### src/rtl/mux8_pkg.sv
// Shared types, sizes and the round-robin pick function for the 8-way mux arbiter.
package mux8_pkg;
  localparam int NREQ = 8;
  localparam int SELW = 3;

  typedef enum logic [1:0] {IDLE, XFER, WAIT} state_t;

  // First requester at or after ptr, circularly. Scanning downward lets the
  // smallest offset win without an early exit.
  function automatic logic [SELW-1:0] rr_pick(input logic [NREQ-1:0] req,
                                              input logic [SELW-1:0] ptr);
    logic [SELW:0]   idx;
    logic [SELW-1:0] pick;
    pick = '0;
    for (int k = NREQ-1; k >= 0; k--) begin
      idx = {1'b0, ptr} + (SELW+1)'(k);
      if (req[idx[SELW-1:0]]) pick = idx[SELW-1:0];
    end
    return pick;
  endfunction
endpackage

### src/rtl/mux8_core.sv
// Shared combinational 8:1 datapath mux.
module mux8_core
  import mux8_pkg::*;
#(
  parameter int WIDTH = 1
) (
  input  logic [SELW-1:0]             sel,
  input  logic [NREQ-1:0][WIDTH-1:0]  d,
  output logic [WIDTH-1:0]            y
);
  assign y = d[sel];
endmodule

### src/rtl/mux8_rr_arbiter.sv
// Round-robin arbiter sequencing eight requesters through one shared 8:1 mux,
// with a registered valid/ready output.
module mux8_rr_arbiter
  import mux8_pkg::*;
#(
  parameter int WIDTH = 1
) (
  input  logic                        clk,
  input  logic                        reset,
  input  logic [NREQ-1:0]             req,
  input  logic [NREQ-1:0][WIDTH-1:0]  d,
  output logic [NREQ-1:0]             grant,
  output logic [SELW-1:0]             sel,
  output logic [WIDTH-1:0]            y,
  output logic                        out_valid,
  input  logic                        out_ready
);
  state_t          state, state_nxt;
  logic [SELW-1:0] ptr;
  logic [SELW-1:0] pick;
  logic [WIDTH-1:0] mux_y;

  assign pick = rr_pick(req, ptr);

  mux8_core #(.WIDTH(WIDTH)) u_core (
    .sel (sel),
    .d   (d),
    .y   (mux_y)
  );

  always_ff @(posedge clk) begin
    if (reset) state <= IDLE;
    else       state <= state_nxt;
  end

  always_comb begin
    state_nxt = state;
    case (state)
      IDLE:    if (|req) state_nxt = XFER;
      XFER:    state_nxt = WAIT;
      WAIT:    if (out_ready) state_nxt = IDLE;
      default: state_nxt = IDLE;
    endcase
  end

  // grant defaults low every cycle so it is a single-cycle pulse in XFER.
  always_ff @(posedge clk) begin
    if (reset) begin
      grant     <= '0;
      sel       <= '0;
      y         <= '0;
      out_valid <= 1'b0;
      ptr       <= '0;
    end else begin
      grant <= '0;
      case (state)
        IDLE: if (|req) begin
          sel   <= pick;
          grant <= {{(NREQ-1){1'b0}}, 1'b1} << pick;
        end
        XFER: begin
          y         <= mux_y;
          out_valid <= 1'b1;
        end
        WAIT: if (out_ready) begin
          out_valid <= 1'b0;
          ptr       <= sel + 3'd1;
        end
        default: ;
      endcase
    end
  end
endmodule

### config.mk
export PLATFORM = sky130hd
export DESIGN_NAME = mux8_rr_arbiter
export DESIGN_NICKNAME = d
export VERILOG_FILES = /design/src/rtl/mux8_pkg.sv /design/src/rtl/mux8_core.sv /design/src/rtl/mux8_rr_arbiter.sv
export SDC_FILE = /design/constraint.sdc
export NUM_CORES = 1
export LEC_CHECK = 0
export CELL_PAD_IN_SITES_DETAIL_PLACEMENT = 0
export CELL_PAD_IN_SITES_GLOBAL_PLACEMENT = 1
export CORE_MARGIN = 3
export CORE_UTILIZATION = 42
export CTS_BUF_LIST = sky130_fd_sc_hd__clkbuf_8
export DETAILED_ROUTE_END_ITERATION = 6
export PLACE_DENSITY_LB_ADDON = 0.1
export SKIP_CTS_REPAIR_TIMING = 1
export SYNTH_ARGS = -nofsm -noshare
export SYNTH_HDL_FRONTEND = slang
export SYNTH_SLANG_ARGS = --single-unit
### constraint.sdc
create_clock -name clk -period 3.35 [get_ports clk]
set_input_delay 0.67 -clock clk [delete_from_list [all_inputs] [get_ports clk]]
set_output_delay 0.67 -clock clk [all_outputs]
set_load 0.03 [all_outputs]
Word level (Yosys, flattened, before mapping)
Index checks and enable logic that the tools add are counted.

Memories: 0. Input bits: 19. Output and inout bits: 13. Latch bits: 0. Word-level logic and storage cells: 69. Bits in read-only memories: 0. Bits in writable memories: 0. Bits in registers: 18.

Bitwise operators: 2. Multiplexer cells: 31. Reduce and logical (&&, ||, !) cells: 8. Equality and inequality tests: 4. Div/mod/pow operators: 0. Magnitude comparators: 9. Add/sub/neg operators: 8. Multiply operators: 0. Shift operators: 1.

Operators with widths (number): less-than comparator 3 x 4 -> 1 bit (second input constant) (9); binary-select mux 1 bit (select 3 bit) (9); 2-to-1 mux 3 bit (8); adder 3 bit (second input constant) (4); 2-to-1 mux 1 bit (10); AND reduction 2 bit (4); OR reduction 8 bit (1); left shift 1 x 3 -> 8 bit (first input constant) (1); adder 3 x 1 -> 3 bit (second input constant) (2); adder 3 x 2 -> 3 bit (second input constant) (2); one-hot mux 2 bit (3 select lines) (1); 2-to-1 mux 2 bit (2); != test 2 bit (second input constant) (2); OR reduction 3 bit (1); equality test 2 x 1 -> 1 bit (second input constant) (1); equality test 2 bit (second input constant) (1); logical NOT 2 bit (1); NOT 1 bit (2); one-hot mux 1 bit (2 select lines) (1); nonzero test 2 bit (1).

Depth between registers and ports, before layout
Gate-level depths: netlist (run 1).

Depth in word-level cells: 12. Gate-level depth with buffers: 11. Depth with buffers taken out: 8.

Hierarchy
From an unflattened synthesis (run 1), not the netlist that was laid out.

Cell total of the unflattened synthesis: 164. Area total of the unflattened synthesis: 1591.5 um^2.

Modules (own cells, without submodules): mux8_rr_arbiter (area each 1527.7 um^2, cells each 161, instances 1, sequential area each 360.3 um^2); mux8_core (area each 63.8 um^2, cells each 3, instances 1, sequential area each 0.0 um^2).

Least setup slack after synthesis (run 1)
No wires, ideal clock.

Path type: flip-flop to flip-flop. Start point: reg ptr[0]. End point: reg grant[0]. Path buffers: 3. Cell stages (with the launch flop): 11. Path slack: 0.527 ns. Required time: 3.272 ns. Clock period less this slack: 2.823 ns. Arrival: 2.745 ns. Setup time: 0.078 ns. Cells stage by stage: dfxtp_1 buf_6 clkbuf_8 inv_1 ha_1 buf_6 mux4_2 mux2i_2 nor2_1 or4_4 nor3_1.

Cells in the longest elaborated chain, start to end: 12. Elaborated cells on any way between the ends: 32. Those cells by class: add/sub (7); shift (1); mux (24).

Ends and longest elaborated chain: from (decl) (RTL line mux8_rr_arbiter.sv:19) `logic [SELW-1:0] ptr;`; from (signal assigned) (RTL line mux8_rr_arbiter.sv:67) `ptr <= sel + 3'd1;`; adder 3 bit (RTL line mux8_pkg.sv:16) `idx = {1'b0, ptr} + (SELW+1)'(k);`; binary-select mux 1 bit (select 3 bit) (RTL line mux8_pkg.sv:17) `if (req[idx[SELW-1:0]]) pick = idx[SELW-1:0];`; 2-to-1 mux 1 bit (implied by the code) (RTL line mux8_pkg.sv:17); 2-to-1 mux 3 bit (7 in series) (RTL line mux8_pkg.sv:17); 2-to-1 mux 3 bit * (RTL line mux8_pkg.sv:17); left shift 1 x 3 -> 8 bit * (RTL line mux8_rr_arbiter.sv:59) `grant <= {{(NREQ-1){1'b0}}, 1'b1} << pick;`; to (signal assigned) (RTL line mux8_rr_arbiter.sv:59); to (decl) (RTL line mux8_rr_arbiter.sv:12) `output logic [NREQ-1:0] grant,`.

Mark *: on every way between the ends. The rest lies on a longest branch, timed or not. The select of a mux whose other input is x is not followed. A chain may end at the register's enable or synchronous reset.

Worst setup path after layout (run 1)
Start point: in req[1]. End point: reg grant[2].

Cells in the longest elaborated chain, start to end: 11. Elaborated cells on any way between the ends: 28. Those cells by class: shift (1); mux (24); bitwise (1); reduce/logical (2).

Ends and longest elaborated chain: from (decl) (RTL line mux8_rr_arbiter.sv:10) `input logic [NREQ-1:0] req,`; binary-select mux 1 bit (select 3 bit) (RTL line mux8_pkg.sv:17); 2-to-1 mux 1 bit (implied by the code) (RTL line mux8_pkg.sv:17); 2-to-1 mux 3 bit (8 in series) (RTL line mux8_pkg.sv:17); left shift 1 x 3 -> 8 bit (RTL line mux8_rr_arbiter.sv:59).

Several ways; a longest one is shown, not always the timed one. The select of a mux whose other input is x is not followed.

==> results of run 1 <==
-- synth_stat cells (all sizes together), types with 5 or more instances --
cell,number,area (um^2)
dfxtp,18,360
a21oi,9,48.8
nor2,10,37.5
nor3,13,65.1
mux4,15,349
mux2i,11,139
buf,5,56.3
a211oi,7,52.6
inv,6,22.5
-- metrics by stage --
step,util (%),hold WS [ns],instances
6_report,54.4,0.508,236
5_1_grt,54.4,0.536,236
2_1_floorplan,-,0.519,156
3_5_place_dp,52.9,0.509,232
3_3_place_gp,52.9,0.486,232
4_1_cts,54.4,0.518,236
-- where the power goes --
part | total, mW | switching, mW | leakage (nW) | internal [mW]
combinational | 0.298 | 0.154 | 0.509 | 0.144
clock | 0.170 | 0.0663 | 0.0288 | 0.104
sequential | 0.247 | 0.0167 | 0.147 | 0.230
-- cells by family (layout without fill, tap and decap cells) --
| kind of cell | count (synthesis) | in the layout |
|---|---|---|
| flops | 18 | 18 |
| fa+ha+maj | 3 | 3 |
| xor+xnor | 4 | 4 |
| mux | 30 | 30 |
| simple gates | 45 | 45 |
| compound gates | 41 | 41 |
| buf+inv | 15 | 47 |
-- cells in the final DEF, fill, tap and decap left out, drive strengths merged, types with 2 or more instances in the layout --
cell type       n
o211ai          3
buf             6
mux2i          11
nor3           13
o21ai           3
nand2b          2
a211oi          7
inv             6
dfxtp          18
clkbuf          4
xnor2           4
mux2            4
a31oi           2
o211a           3
clkdlybuf4s50  31
nand3           2
ha              3
o22ai           3
nand2           4
a21oi           9
a221oi          2
mux4           15
a21o            2
nor4            2
nor3b           2
nor2           10
nor2b           3
-- state kept, by name (all words and copies together) (netlist names) --
signal	cells
ptr	3
y	1
grant	8
out_valid	1
sel	3
state	2
-- worst max-delay path, delay by kind of cell --
family | cells | cell delay (ns)
muxes | 2 | 0.95
AOI/OAI and AO/OA | 2 | 0.24
buffers and inverters | 1 | 0.54
and+or+nand+nor | 2 | 0.72
-- worst paths after layout --
check	startpoint	to	slack (ns)
setup / recovery	req[1]	grant[2]$_SDFF_PP0_	0.40
hold / removal	y$_SDFFE_PP0P_	y$_SDFFE_PP0P_	0.51
setup reg to reg	ptr[0]$_SDFFE_PP0P_	grant[2]$_SDFF_PP0_	0.48
hold reg to reg	y$_SDFFE_PP0P_	y$_SDFFE_PP0P_	0.51
-- area by class of cell --
class	instances	area, um^2
clock buffers	4	55.1
fillers	324	1700
inverters	6	22.5
multi-input cells	123	1170
flip-flops and latches	18	360
well taps	48	60.1
repair buffers	37	355
-- layer usage --
metal,routed length [um],part of all wire (%)
met1,1740,45
met2,1900,49
met3,229,5.9
met4,10,0.26
met5,0,0
==> flow_summary.yaml, run 1 <==
timing:
  hold_viol_final: 0
  fin_skew_ns: 0.000898
  fmax_ghz: 0.339
  setup_slack_ns: 0.397
  slew_violations: 0
  relSlewSlack_pct: 61.4
  worstMarginPinSlew_ns: 0.574
  setup_tns_ns: 0
  rsz0062_at_grt: "no"
  finalCritPeriodShare_pct: 88.2
  fin_crit_ns: 2.95
  setup_viol: 0
finish:
  area_delta_synth_final_pct: 23.8
  drive_gt1_share_pct: 20.2
  design_area_mm2: 0.00202
  diodes: 0
  final_net_count: 211
cts:
  clk_latency_ns: 0.25
  clock_sinks: 18
  cts_inserted_buffers: 3
  cts_buffer_depth: 2
  clk_pin_slew_ns: 0.06
  root_buffer: "clkbuf_8"
  cts_tree: "done"
  h-tree-depth: 1
floorplan:
  io_pins: 32
  die_width_um: 68.3
  core_area_mm2: 0.00372
  row_count: 22
  dieArea_mm2: 0.00467
  die_h_um: 68.3
  start_util_pct: 43.9
route:
  drtIter0Drc: 215
  first_pass_iters: 4
  viasPerCell: 6.11
  drtAntennaViolNets: 0
  drc: 0
  vias: 1443
  finalWirelength_um: 3880
  wl_per_cell_um: 16.5
synthesis:
  synth_edf_count: 0
  syn-cell-area_mm2: 0.00163
  ys_ff_latch: 18
  seq_area_frac_synth_pct: 22.1
  ys_warn_count: 0
  synth-xor-area-share_pct: 2.61
  syn_area_per_cell_um2: 10.5
  synthDistinctLibCells: 51
  synthSimpleGateAreaFrac_pct: 15.2
  synth_top_family_by_area: "multiplexers"
  syn_inst: 156
  synth_fa_ha_area_share_pct: 2.30
  synth_compound_area_share_pct: 18.6
  async_reset_ff_share_pct: 0
  synth_fp_nets: 178
  synth_mux_area_share_pct: 32.9
  ys.flop_type: "dfxtp_1"
global_routing:
  met1_usage_pct: 26.0
  busiest_layer: "met2"
  grt_max_degree: 17
  grt_pass1_wl_um: 6300
  grt_usage_pct: 17.8
  grt_overflow: 0
  grt_antenna_before_repair: 0
  grtUsageMet2_pct: 27.4
  grt.met3_usage_pct: 3.61
  grt_pass1_vias: 1325
placement:
  placed_cell_area_mm2: 0.00197
  io_buffers: 31
  dpl_worst_slack_ns: 0.152
  dp_hpwl_um: 3040
  gp_congestion: 0.872
setup_path:
  slowest_delay_ns: 0.62
  arrival_ns: 3.12
  cp.required_ns: 3.52
  cp-start-kind: "input port"
  cp_cell_sequence: "clkdlybuf4s50_1 > mux4_2 > mux2_2 > a21boi_2 > o22ai_1 > or4_4 > nor3_1"
  crit_fanout: 8
  cp-end-kind: "register"
  timing_worst_setup_path_type: "input port to register"
  reg2reg_depth: 8
  cp_slowest_cell: "mux4_2"
power:
  p_leak_nw: 0.685
  cellPowerDensity_mw_per_mm2: 354
  vdd_drop_max_mv: 0.209
  totalPowerFinal_mw: 0.716
hold_path:
  min_path_type: "register to register"
  hold-path-cell-count: 2
outcome:
  status: "finished, final reports clean"
job:
  cap_violations: 0
No activity file was read; power rests on OpenSTA's default activity.
==> run 2, diff against run 1 <==
HOLD_SLACK_MARGIN = 0.05   (was unset)
==> results of run 2 <==
The final DEF is identical to that of run 1; final timing and power are the same.
==> run 3, diff against run 2 <==
ABC_AREA = 1   (was unset)
CORE_UTILIZATION = 36   (was 42)
CTS_BUF_LIST = sky130_fd_sc_hd__clkbuf_4 sky130_fd_sc_hd__clkbuf_8   (was sky130_fd_sc_hd__clkbuf_8)
==> run 3 against run 2 <==
  * Clock skew rose by 0.00068 ns
  * Synthesized cell count rose by 35%
  * Worst setup slack improved by 0.74 ns
  * Critical endpoint unchanged
  * Highest routed layer unchanged
==> flow_summary.yaml, run 3 <==
setup_path:
  path_common_cell: "nand2_1"
  cp-start-kind: "register"
  slowest_delay_ns: 0.49
  path_depth: 18
  arrival_ns: 2.40
  timing_worst_setup_path_type: "register to register"
  timing.reg2reg.setup_slack_ns: 1.14
  rr_endpoint: "grant[2]$_SDFF_PP0_"
  cp_cell_sequence: "inv_4 > ha_1 > inv_2 > nand3_1 > nand3_2 > nand2_2 > inv_1 > nand2_1 > nand2_1 > nand2_1 > nand2_1 > nand2_1 > nand2_1 > nand2_1 > nand2_2 > inv_2 > nand2_2 > nor2_1"
  cp.required_ns: 3.54
  cp-end-kind: "register"
  cp-startpoint: "ptr[1]$_SDFFE_PP0P_"
  reg2reg_depth: 18
  worstSetupEndpoint: "grant[2]$_SDFF_PP0_"
  crit_family: "simple AND/OR/NAND/NOR gates"
  crit_fanout: 8
  r2r_start: "ptr[1]$_SDFFE_PP0P_"
  worst-path-buf-inv: 4
  cp_slowest_cell: "ha_1"
timing:
  fmax_ghz: 0.453
  setup_viol: 0
  fin_skew_ns: 0.00158
  worstMarginPinSlew_ns: 0.479
  fin_crit_ns: 2.21
  hold_viol_final: 0
  rsz0062_at_grt: "no"
  relSlewSlack_pct: 67.8
  setup_tns_ns: 0
  slew_violations: 0
  finalCritPeriodShare_pct: 65.9
global_routing:
  grt_pass1_wl_um: 5390
  grt_antenna_before_repair: 0
  grt_overflow: 0
  grt_max_degree: 12
  grt_usage_pct: 15.1
  grt_pass1_vias: 1295
synthesis:
  synth_top_cell_by_area: "dfxtp_1"
  syn_area_per_cell_um2: 6.58
  ys_warn_count: 0
  ys.flop_type: "dfxtp_1"
  yosysMostFrequentCell: "nand2_1"
  synth_edf_count: 0
  synthDominantCellAreaShare_pct: 26.0
  netlist_top_cells_area: "dfxtp_1, nand2_1, nand3_1"
  synth_fp_nets: 233
  async_reset_ff_share_pct: 0
  ys_ff_latch: 18
  synthTopCellsByCount: "nand2_1, nand3_1, dfxtp_1, inv_1, nor2_1"
  syn-cell-area_mm2: 0.00139
  seq_area_frac_synth_pct: 26.0
  synthDistinctLibCells: 28
  syn_inst: 211
route:
  routed.top_layer: "met4"
  wl_met1_um: 1650
  drc: 0
  first_pass_iters: 4
  drtIter0Drc: 52
  met3_length_um: 93
  vias: 1415
  viasPerCell: 4.88
  wl_met2_um: 1530
  drtAntennaViolNets: 0
  finalWirelength_um: 3330
  wl_per_cell_um: 11.5
floorplan:
  dieArea_mm2: 0.00464
  die_h_um: 68.1
  start_util_pct: 39.4
  die_width_um: 68.1
  row_count: 21
  io_pins: 32
  core_area_mm2: 0.00352
hold_path:
  min_path_type: "register to register"
  hold-path-cell-count: 2
finish:
  area_delta_synth_final_pct: 28.8
  final_net_count: 267
  drive_gt1_share_pct: 16.4
  final_cell_mix: "nand2_1, clkdlybuf4s50_1, nand3_1"
  regMostFlops: "grant"
  layout_commonest_cell: "nand2_1"
  reg_top3: "grant x8, ptr x3, sel x3"
  largest_reg_flops: 8
  diodes: 0
placement:
  io_buffers: 31
  dp_hpwl_um: 2680
  gp_congestion: 0.768
cts:
  cts_inserted_buffers: 3
  cts_buffer_depth: 2
  clk_pin_slew_ns: 0.07
  root_buffer: "clkbuf_8"
  clock_sinks: 18
  cts_tree: "done"
  clk_latency_ns: 0.26
  h-tree-depth: 1
power:
  cellPowerDensity_mw_per_mm2: 406
  totalPowerFinal_mw: 0.726
  p_leak_nw: 0.830
  vdd_drop_max_mv: 0.259
job:
  cap_violations: 0
outcome:
  status: "finished, final reports clean"
## run 3: where the power goes
part | total [mW] | internal, mW | switching [mW] | leakage (nW)
clock | 0.180 | 0.105 | 0.0752 | 0.0288
combinational | 0.298 | 0.117 | 0.181 | 0.654
sequential | 0.248 | 0.231 | 0.0162 | 0.147
## run 3: layer usage
layer,vias up,GRT usage (%)
met5,-,0
met4,0,6.70
met3,5,1.64
met2,27,25.6
met1,628,19.0
li1,755,-
## run 3: worst min-delay path by stage
stage	from	end
6_report	out_valid$_SDFFE_PP0P_	out_valid$_SDFFE_PP0P_
4_1_cts	out_valid$_SDFFE_PP0P_	out_valid$_SDFFE_PP0P_
2_1_floorplan	state[0]$_SDFFE_PP0P_	state[0]$_SDFFE_PP0P_
3_3_place_gp	out_valid$_SDFFE_PP0P_	out_valid$_SDFFE_PP0P_
5_1_grt	out_valid$_SDFFE_PP0P_	out_valid$_SDFFE_PP0P_
3_5_place_dp	out_valid$_SDFFE_PP0P_	out_valid$_SDFFE_PP0P_
## run 3: layout make-up
class                      instances  area [um^2]
clock buffer                       4         55.1
fill                             371         1730
inverter                          24         95.1
multi-input combinational        165          893
sequential                        18          360
tap                               46         57.6
timing repair buffer              33          325
## run 3: through the flow
| stage | instances | worst slack (ns) | cell area, um^2 | hold WS (ns) | util (%) |
|---|---|---|---|---|---|
| after floorplan | 211 | 1.34 | 1390 | 0.462 | - |
| after global placement | 286 | 0.907 | 1730 | 0.454 | 49.2 |
| after detailed placement | 286 | 0.883 | 1730 | 0.458 | 49.2 |
| after CTS | 290 | 1.13 | 1790 | 0.468 | 50.7 |
| after global routing | 290 | 0.915 | 1790 | 0.501 | 50.7 |
| final | 290 | 1.14 | 1790 | 0.460 | 50.7 |
## run 3: logic make-up after synthesis
family	synth area share (%)
AND/OR/NAND/NOR	48.9
buffers and inverters	9.65
AO/OA/AOI/OAI	9.47
flip-flops	26.0
adder cells (fa/ha/maj)	2.71
XOR/XNOR	2.62
multiplexers	0.721
## run 3: worst reg2reg max path, delay by kind of cell, from the launching register on
family / cells / cell delay, ns
fa+ha+maj: 1 / 0.49
flops: 1 / 0.37
buf+inv: 4 / 0.33
simple gates: 13 / 0.95
